==> src/rtl/mux_scan_reg_if.sv <==
// Channel bank, select and registered view for mux_scan_reg.
// The master drives the inputs and the slave (the mux) drives the view.
interface mux_scan_reg_if #(
  parameter int CHANNELS = 32,
  parameter int WIDTH    = 1
);
  localparam int SEL_W =
    (CHANNELS > 2) ? $clog2(CHANNELS) : 1;

  logic [CHANNELS*WIDTH-1:0] in;
  logic [SEL_W-1:0]          sel;
  logic                      scan_en;
  logic [WIDTH-1:0]          out;
  logic [SEL_W-1:0]          out_sel;
  logic                      out_valid;
  logic                      sel_err;
  logic                      wrap;

  modport master (
    output in, sel, scan_en,
    input  out, out_sel, out_valid,
    input  sel_err, wrap
  );

  modport slave (
    input  in, sel, scan_en,
    output out, out_sel, out_valid,
    output sel_err, wrap
  );
endinterface

==> src/rtl/mux_scan_reg.sv <==
// Registered N-channel W-bit mux with a direct mode
// and an autonomous scan that dwells DWELL cycles per channel.
module mux_scan_reg #(
  parameter int CHANNELS = 32,
  parameter int WIDTH    = 1,
  parameter int DWELL    = 4
) (
  input logic           clk,
  input logic           rst,
  mux_scan_reg_if.slave bus
);
  localparam int SEL_W =
    (CHANNELS > 2) ? $clog2(CHANNELS) : 1;
  localparam int CNT_W = $clog2(DWELL) + 1;
  localparam logic [SEL_W-1:0] SEL_LAST =
    SEL_W'(CHANNELS - 1);
  localparam logic [CNT_W-1:0] CNT_LAST =
    CNT_W'(DWELL - 1);

  typedef enum logic {
    S_DIRECT,
    S_SCAN
  } state_e;

  state_e           state_q, state_d;
  logic [SEL_W-1:0] ptr_q, ptr_d;
  logic [CNT_W-1:0] cnt_q, cnt_d;
  logic [WIDTH-1:0] out_q, out_d;
  logic [SEL_W-1:0] out_sel_q, out_sel_d;
  logic             out_valid_q, out_valid_d;
  logic             sel_err_q, sel_err_d;
  logic             wrap_q, wrap_d;

  logic             sel_legal;
  logic [WIDTH-1:0] sel_data;
  logic [WIDTH-1:0] ptr_data;

  assign sel_legal = (32'(bus.sel) < 32'(CHANNELS));

  // Explicit compare chains keep illegal selects off the bus.
  always_comb begin
    sel_data = '0;
    ptr_data = '0;
    for (int k = 0; k < CHANNELS; k++) begin
      if (bus.sel == SEL_W'(k))
        sel_data = bus.in[k*WIDTH +: WIDTH];
      if (ptr_q == SEL_W'(k))
        ptr_data = bus.in[k*WIDTH +: WIDTH];
    end
  end

  always_comb begin
    state_d     = state_q;
    ptr_d       = ptr_q;
    cnt_d       = cnt_q;
    out_d       = out_q;
    out_sel_d   = out_sel_q;
    out_valid_d = out_valid_q;
    sel_err_d   = sel_err_q;
    wrap_d      = 1'b0;
    unique case (state_q)
      S_DIRECT: begin
        out_sel_d   = bus.sel;
        out_d       = sel_legal ? sel_data : '0;
        out_valid_d = sel_legal;
        sel_err_d   = ~sel_legal;
        if (bus.scan_en) begin
          state_d = S_SCAN;
          ptr_d   = sel_legal ? bus.sel : '0;
          cnt_d   = '0;
        end
      end
      S_SCAN: begin
        out_d       = ptr_data;
        out_sel_d   = ptr_q;
        out_valid_d = 1'b1;
        sel_err_d   = 1'b0;
        if (!bus.scan_en) begin
          state_d = S_DIRECT;
        end else if (cnt_q != CNT_LAST) begin
          cnt_d = cnt_q + CNT_W'(1);
        end else begin
          cnt_d  = '0;
          wrap_d = (ptr_q == SEL_LAST);
          ptr_d  = (ptr_q == SEL_LAST) ? '0
                 : ptr_q + SEL_W'(1);
        end
      end
      default: state_d = S_DIRECT;
    endcase
  end

  always_ff @(posedge clk) begin
    if (rst) begin
      state_q     <= S_DIRECT;
      ptr_q       <= '0;
      cnt_q       <= '0;
      out_q       <= '0;
      out_sel_q   <= '0;
      out_valid_q <= 1'b0;
      sel_err_q   <= 1'b0;
      wrap_q      <= 1'b0;
    end else begin
      state_q     <= state_d;
      ptr_q       <= ptr_d;
      cnt_q       <= cnt_d;
      out_q       <= out_d;
      out_sel_q   <= out_sel_d;
      out_valid_q <= out_valid_d;
      sel_err_q   <= sel_err_d;
      wrap_q      <= wrap_d;
    end
  end

  assign bus.out       = out_q;
  assign bus.out_sel   = out_sel_q;
  assign bus.out_valid = out_valid_q;
  assign bus.sel_err   = sel_err_q;
  assign bus.wrap      = wrap_q;
endmodule

==> src/flat_wrapper.sv <==
// flat-port wrapper written by rule: the top's interface ports become plain ports
module mux_scan_reg_flat 
#(
  parameter int CHANNELS = 32,
  parameter int WIDTH    = 1,
  parameter int DWELL    = 4
)
  (clk, rst, bus_in, bus_sel, bus_scan_en, bus_out, bus_out_sel, bus_out_valid, bus_sel_err, bus_wrap);
  mux_scan_reg_if #(.CHANNELS(CHANNELS), .WIDTH(WIDTH)) bus_i ();
  input logic clk;
  input logic rst;
  input wire logic [$bits(bus_i.in)-1:0] bus_in;
  input wire logic [$bits(bus_i.sel)-1:0] bus_sel;
  input wire logic [$bits(bus_i.scan_en)-1:0] bus_scan_en;
  output wire logic [$bits(bus_i.out)-1:0] bus_out;
  output wire logic [$bits(bus_i.out_sel)-1:0] bus_out_sel;
  output wire logic [$bits(bus_i.out_valid)-1:0] bus_out_valid;
  output wire logic [$bits(bus_i.sel_err)-1:0] bus_sel_err;
  output wire logic [$bits(bus_i.wrap)-1:0] bus_wrap;
  assign bus_i.in = bus_in;
  assign bus_i.sel = bus_sel;
  assign bus_i.scan_en = bus_scan_en;
  assign bus_out = bus_i.out;
  assign bus_out_sel = bus_i.out_sel;
  assign bus_out_valid = bus_i.out_valid;
  assign bus_sel_err = bus_i.sel_err;
  assign bus_wrap = bus_i.wrap;
  mux_scan_reg #(.CHANNELS(CHANNELS), .WIDTH(WIDTH), .DWELL(DWELL)) u_core (.clk(clk), .rst(rst), .bus(bus_i));
endmodule
==> config.mk <==
export PLATFORM = sky130hd
export DESIGN_NAME = mux_scan_reg_flat
export DESIGN_NICKNAME = d
export VERILOG_FILES = /design/src/rtl/mux_scan_reg_if.sv /design/src/rtl/mux_scan_reg.sv /design/src/flat_wrapper.sv
export SDC_FILE = /design/constraint.sdc
export NUM_CORES = 1
export LEC_CHECK = 0
export BUFFER_PORTS_ARGS = -buffer_cell sky130_fd_sc_hd__buf_2
export CAP_MARGIN = 20
export CORE_ASPECT_RATIO = 1.25
export CORE_UTILIZATION = 40
export DETAILED_ROUTE_END_ITERATION = 16
export SYNTH_ARGS = -nofsm -noshare
export SYNTH_HDL_FRONTEND = slang
export SYNTH_SLANG_ARGS = --single-unit
==> constraint.sdc <==
create_clock -name clk -period 2.75 [get_ports clk]
set_input_delay 0.55 -clock clk [delete_from_list [all_inputs] [get_ports clk]]
set_output_delay 0.55 -clock clk [all_outputs]
set_load 0.1 [all_outputs]
==> summary.txt <==
Synthesis
  – Post-synthesis sequential area ratio: 0.1809
  – Mapped Cells: ~270
  – Async S/R FF share, synth: 0
  – Post-synthesis mux area share: 0.03723
  – Syn_nets: 314
  – Largest family of logic cells by synthesized area: compound AO/OA/AOI/OAI gates
  – Syn Area/Cell: ~7.0 um^2
  – Synth Warn #: 0
  – Top FF cell, synth: dfxtp_1
  – Post-synthesis xor/xnor area fraction: 0.009309
  – #FFs+latches synth: 17
  – Synth Area in Adders: 0.04654
  – Synth Area in Simple Gates: 0.3059
  – Post-synth cell types: 57
  – Mapped cell area: 1882 um^2
  – Compound-gate portion of the synthesized area: 0.3125
  – Number of synthesized flops with an enable pin: 0

Clocking
  – Post-cts resize count: 0
  – Clock root buffer: clkbuf_8
  – CTS tree: yes
  – Clk slew on worst S/H paths: roughly 70 ps
  – CTS sink cnt: 17
  – CTS Buffer Depth: 2
  – Total CTS buffers: 3
  – H-tree depth: 1
  – Hold_buf cts: 0
  – Worst-skew pair later-pin latency: 250 ps
  – Post-CTS Setup Inserts: 0

Floorplan
  – # rows: 27
  – Placeable Area: around 4500 um^2
  – DIE AREA: roughly 5000 um^2
  – Die Y-Extent: about 79 um
  – Die Width: between 60 and 70 um
  – Boundary Pins: 49
  – Starting Density: 0.4220

Pwr
  – Pwr dens: 369.6 nW/um^2
  – Leak Pwr: a little under 0.0009 uW
  – VDD IR-drop max: around 0.42 mV

GRT
  – GR Overflow Total: 0
  – Largest net degree at the start of global routing: 30
  – Vias in the first global route: 1,937
  – Initial antenna violation count: 0
  – GR Util All Layers: 0.2315
  – First-pass GRT wire length: approximately 9200 um

Placed design
  – Detailed placement HPWL: between 4000 and 5000 um
  – Routability cong.: between 0.8 and 0.9
  – Port-buffer cells: 47

Routing
  – Initial DRC count: about 150
  – Antenna Nets Post-Route: 0
  – Drt total wl: around 5700 um
  – Avg WL per Cell: between 15 and 20 um
  – Drt via density: roughly 5.9
  – TritonRoute pass-1 iters: 4
  – Vias: between 2,000 and 2,500
  – DRC viols: 0

Job
  – Maxcap violations: 0

Min path
  – HP Class: register to register

STA
  – Relative slew slack: 0.5768
  – Highest clock rate: 455.6 MHz
  – Slew of the pin with the lowest slew margin: around 630 ps
  – Final worst-path cycle share: 0.7982
  – RSZ-0062 raised after global routing: false
  – Final Setup Violations: 0
  – Clock Skews: approximately 4.3 ps
  – Fin. Hold Viols: 0
  – Total negative slack: 0 ps
  – Clock period minus final worst setup slack: 2195 ps
  – Hold_ws: between 400 and 500 ps
  – Final Slew Violations: 0

Setup path
  – WS Path Type: register to register
  – Worst EP arrival: roughly 2300 ps
  – Startpoint types: register
  – Worst path required time: 2880 ps
  – Crit. End Element: register
  – Worst-path maximum fanout: 19

Status
  – Status: finished, final reports clean

Layout
  – Layout cells sized above 1: 0.1940
  – Area growth syn-to-layout: 13.56%
  – Nets@finish: between 300 and 400
  – Ant diodes: 0
[per-layer routing]
metal / vias to the layer above / GRT usage / part of all wire
met5: - / 0 / 0
met4: 0 / 0.07500 / 0.018
met3: 9 / 0.02326 / 0.053
met2: 83 / 0.4106 / 0.50
met1: 972 / 0.2872 / 0.43
li1: 1047 / - / -
[power breakdown]
| part | internal, uW | switching, uW |
|---|---|---|
| logic | 112 | 214 |
| registers | 262 | 15.2 |
| clock network | 103 | 84.1 |
| total | 476 | 314 |
[sequential cells by signal, summed over array words and instances (netlist names)]
register	cells
u_core.bus.wrap	1
u_core.ptr_q	5
u_core.bus.out_sel	5
u_core.state_q	1
u_core.bus.out	1
u_core.bus.out_valid	1
u_core.cnt_q	3
[worst max-delay path, stage by stage, from the launching register on]
cell and delay [ps]:
dfxtp_1 420, inv_1 90, ha_1 410, a211o_1 310
a32oi_1 170, o21ai_1 90, a221o_1 360, o21ai_1 130
nand4_1 100
[kinds of logic (layout without fill, tap and decap cells)]
family | after synthesis | after routing
other | 1 | 1
AOI/OAI and AO/OA | 89 | 89
DFF | 17 | 17
xor gates and xnor gates | 2 | 2
and+or+nand+nor | 103 | 103
buffers and inverters | 41 | 73
adders and majority gates | 7 | 7
muxes | 7 | 7
[synthesized netlist by cell type (3+ instances only)]
cell type	number	share of area
o21ai_0	21	0.056
a22oi_1	4	0.016
o211ai_1	3	0.012
clkbuf_1	4	0.0080
inv_1	17	0.034
a211oi_1	8	0.032
buf_4	4	0.016
a31oi_1	5	0.017
nor3b_1	4	0.016
mux2i_1	7	0.037
buf_2	11	0.029
nor2b_1	14	0.047
nor2_1	17	0.034
a21oi_1	18	0.048
nand2b_1	10	0.033
o32ai_1	3	0.014
o21ai_1	3	0.0080
nor3_1	7	0.019
o22ai_1	3	0.010
dfxtp_1	17	0.18
nand3_1	7	0.019
ha_1	7	0.047
nand3b_1	3	0.012
nand2_1	22	0.044
and3_1	5	0.017
[stage by stage]
stage          worst slack (ps)    util  cell area (um^2)  power (uW)  instances
6_report                  554.9  0.4792              2137       789.8        357
5_1_grt                   366.6  0.4792              2137       836.4        357
4_1_cts                   580.1  0.4792              2137       792.1        357
3_5_place_dp              527.5  0.4691              2092       604.1        353
3_3_place_gp              487.8  0.4691              2092       606.3        353
2_1_floorplan             587.8       -              1882       521.6        267
[layout by cell type (no fill, tap or decap), drive strengths merged, types with 2 or more instances in the layout]
| cell | n |
|---|---|
| nand4 | 3 |
| nor4b | 2 |
| o211ai | 3 |
| clkbuf | 4 |
| a211oi | 8 |
| a211o | 2 |
| dfxtp | 17 |
| nor3b | 6 |
| mux2i | 7 |
| a41oi | 2 |
| a22oi | 4 |
| o31ai | 2 |
| ha | 7 |
| nor2 | 17 |
| o22ai | 3 |
| nand2 | 22 |
| a221o | 2 |
| nand2b | 10 |
| nor3 | 7 |
| a2111oi | 2 |
| o21ai | 24 |
| a21oi | 18 |
| and3 | 5 |
| nor2b | 14 |
| a31oi | 5 |
| a221oi | 2 |
| o32ai | 3 |
| a311oi | 2 |
| buf | 52 |
| nand3b | 3 |
| nand3 | 7 |
| inv | 17 |
[final timing paths]
check	startpoint	to	slack, ps	cells after the start
worst min-delay path	u_core.cnt_q[2]$_SDFFE_PP0P_	u_core.cnt_q[2]$_SDFFE_PP0P_	490	1
worst max register to register	u_core.ptr_q[1]$_SDFFE_PP0P_	u_core.bus.out$_SDFF_PP0_	550	8
worst min register to register	u_core.cnt_q[2]$_SDFFE_PP0P_	u_core.cnt_q[2]$_SDFFE_PP0P_	490	1
worst max-delay path	u_core.ptr_q[1]$_SDFFE_PP0P_	u_core.bus.out$_SDFF_PP0_	550	8
[area by class of cell]
| type | instances | area, um^2 |
|---|---|---|
| Fill cell | 493 | 2322 |
| Sequential cell | 17 | 340.3 |
| Timing Repair Buffer | 52 | 272.8 |
| Inverter | 17 | 63.81 |
| Multi-Input combinational cell | 209 | 1343 |
| Tap cell | 58 | 72.57 |
| Clock buffer | 4 | 45.04 |
Power figures use the tool's default switching activity.
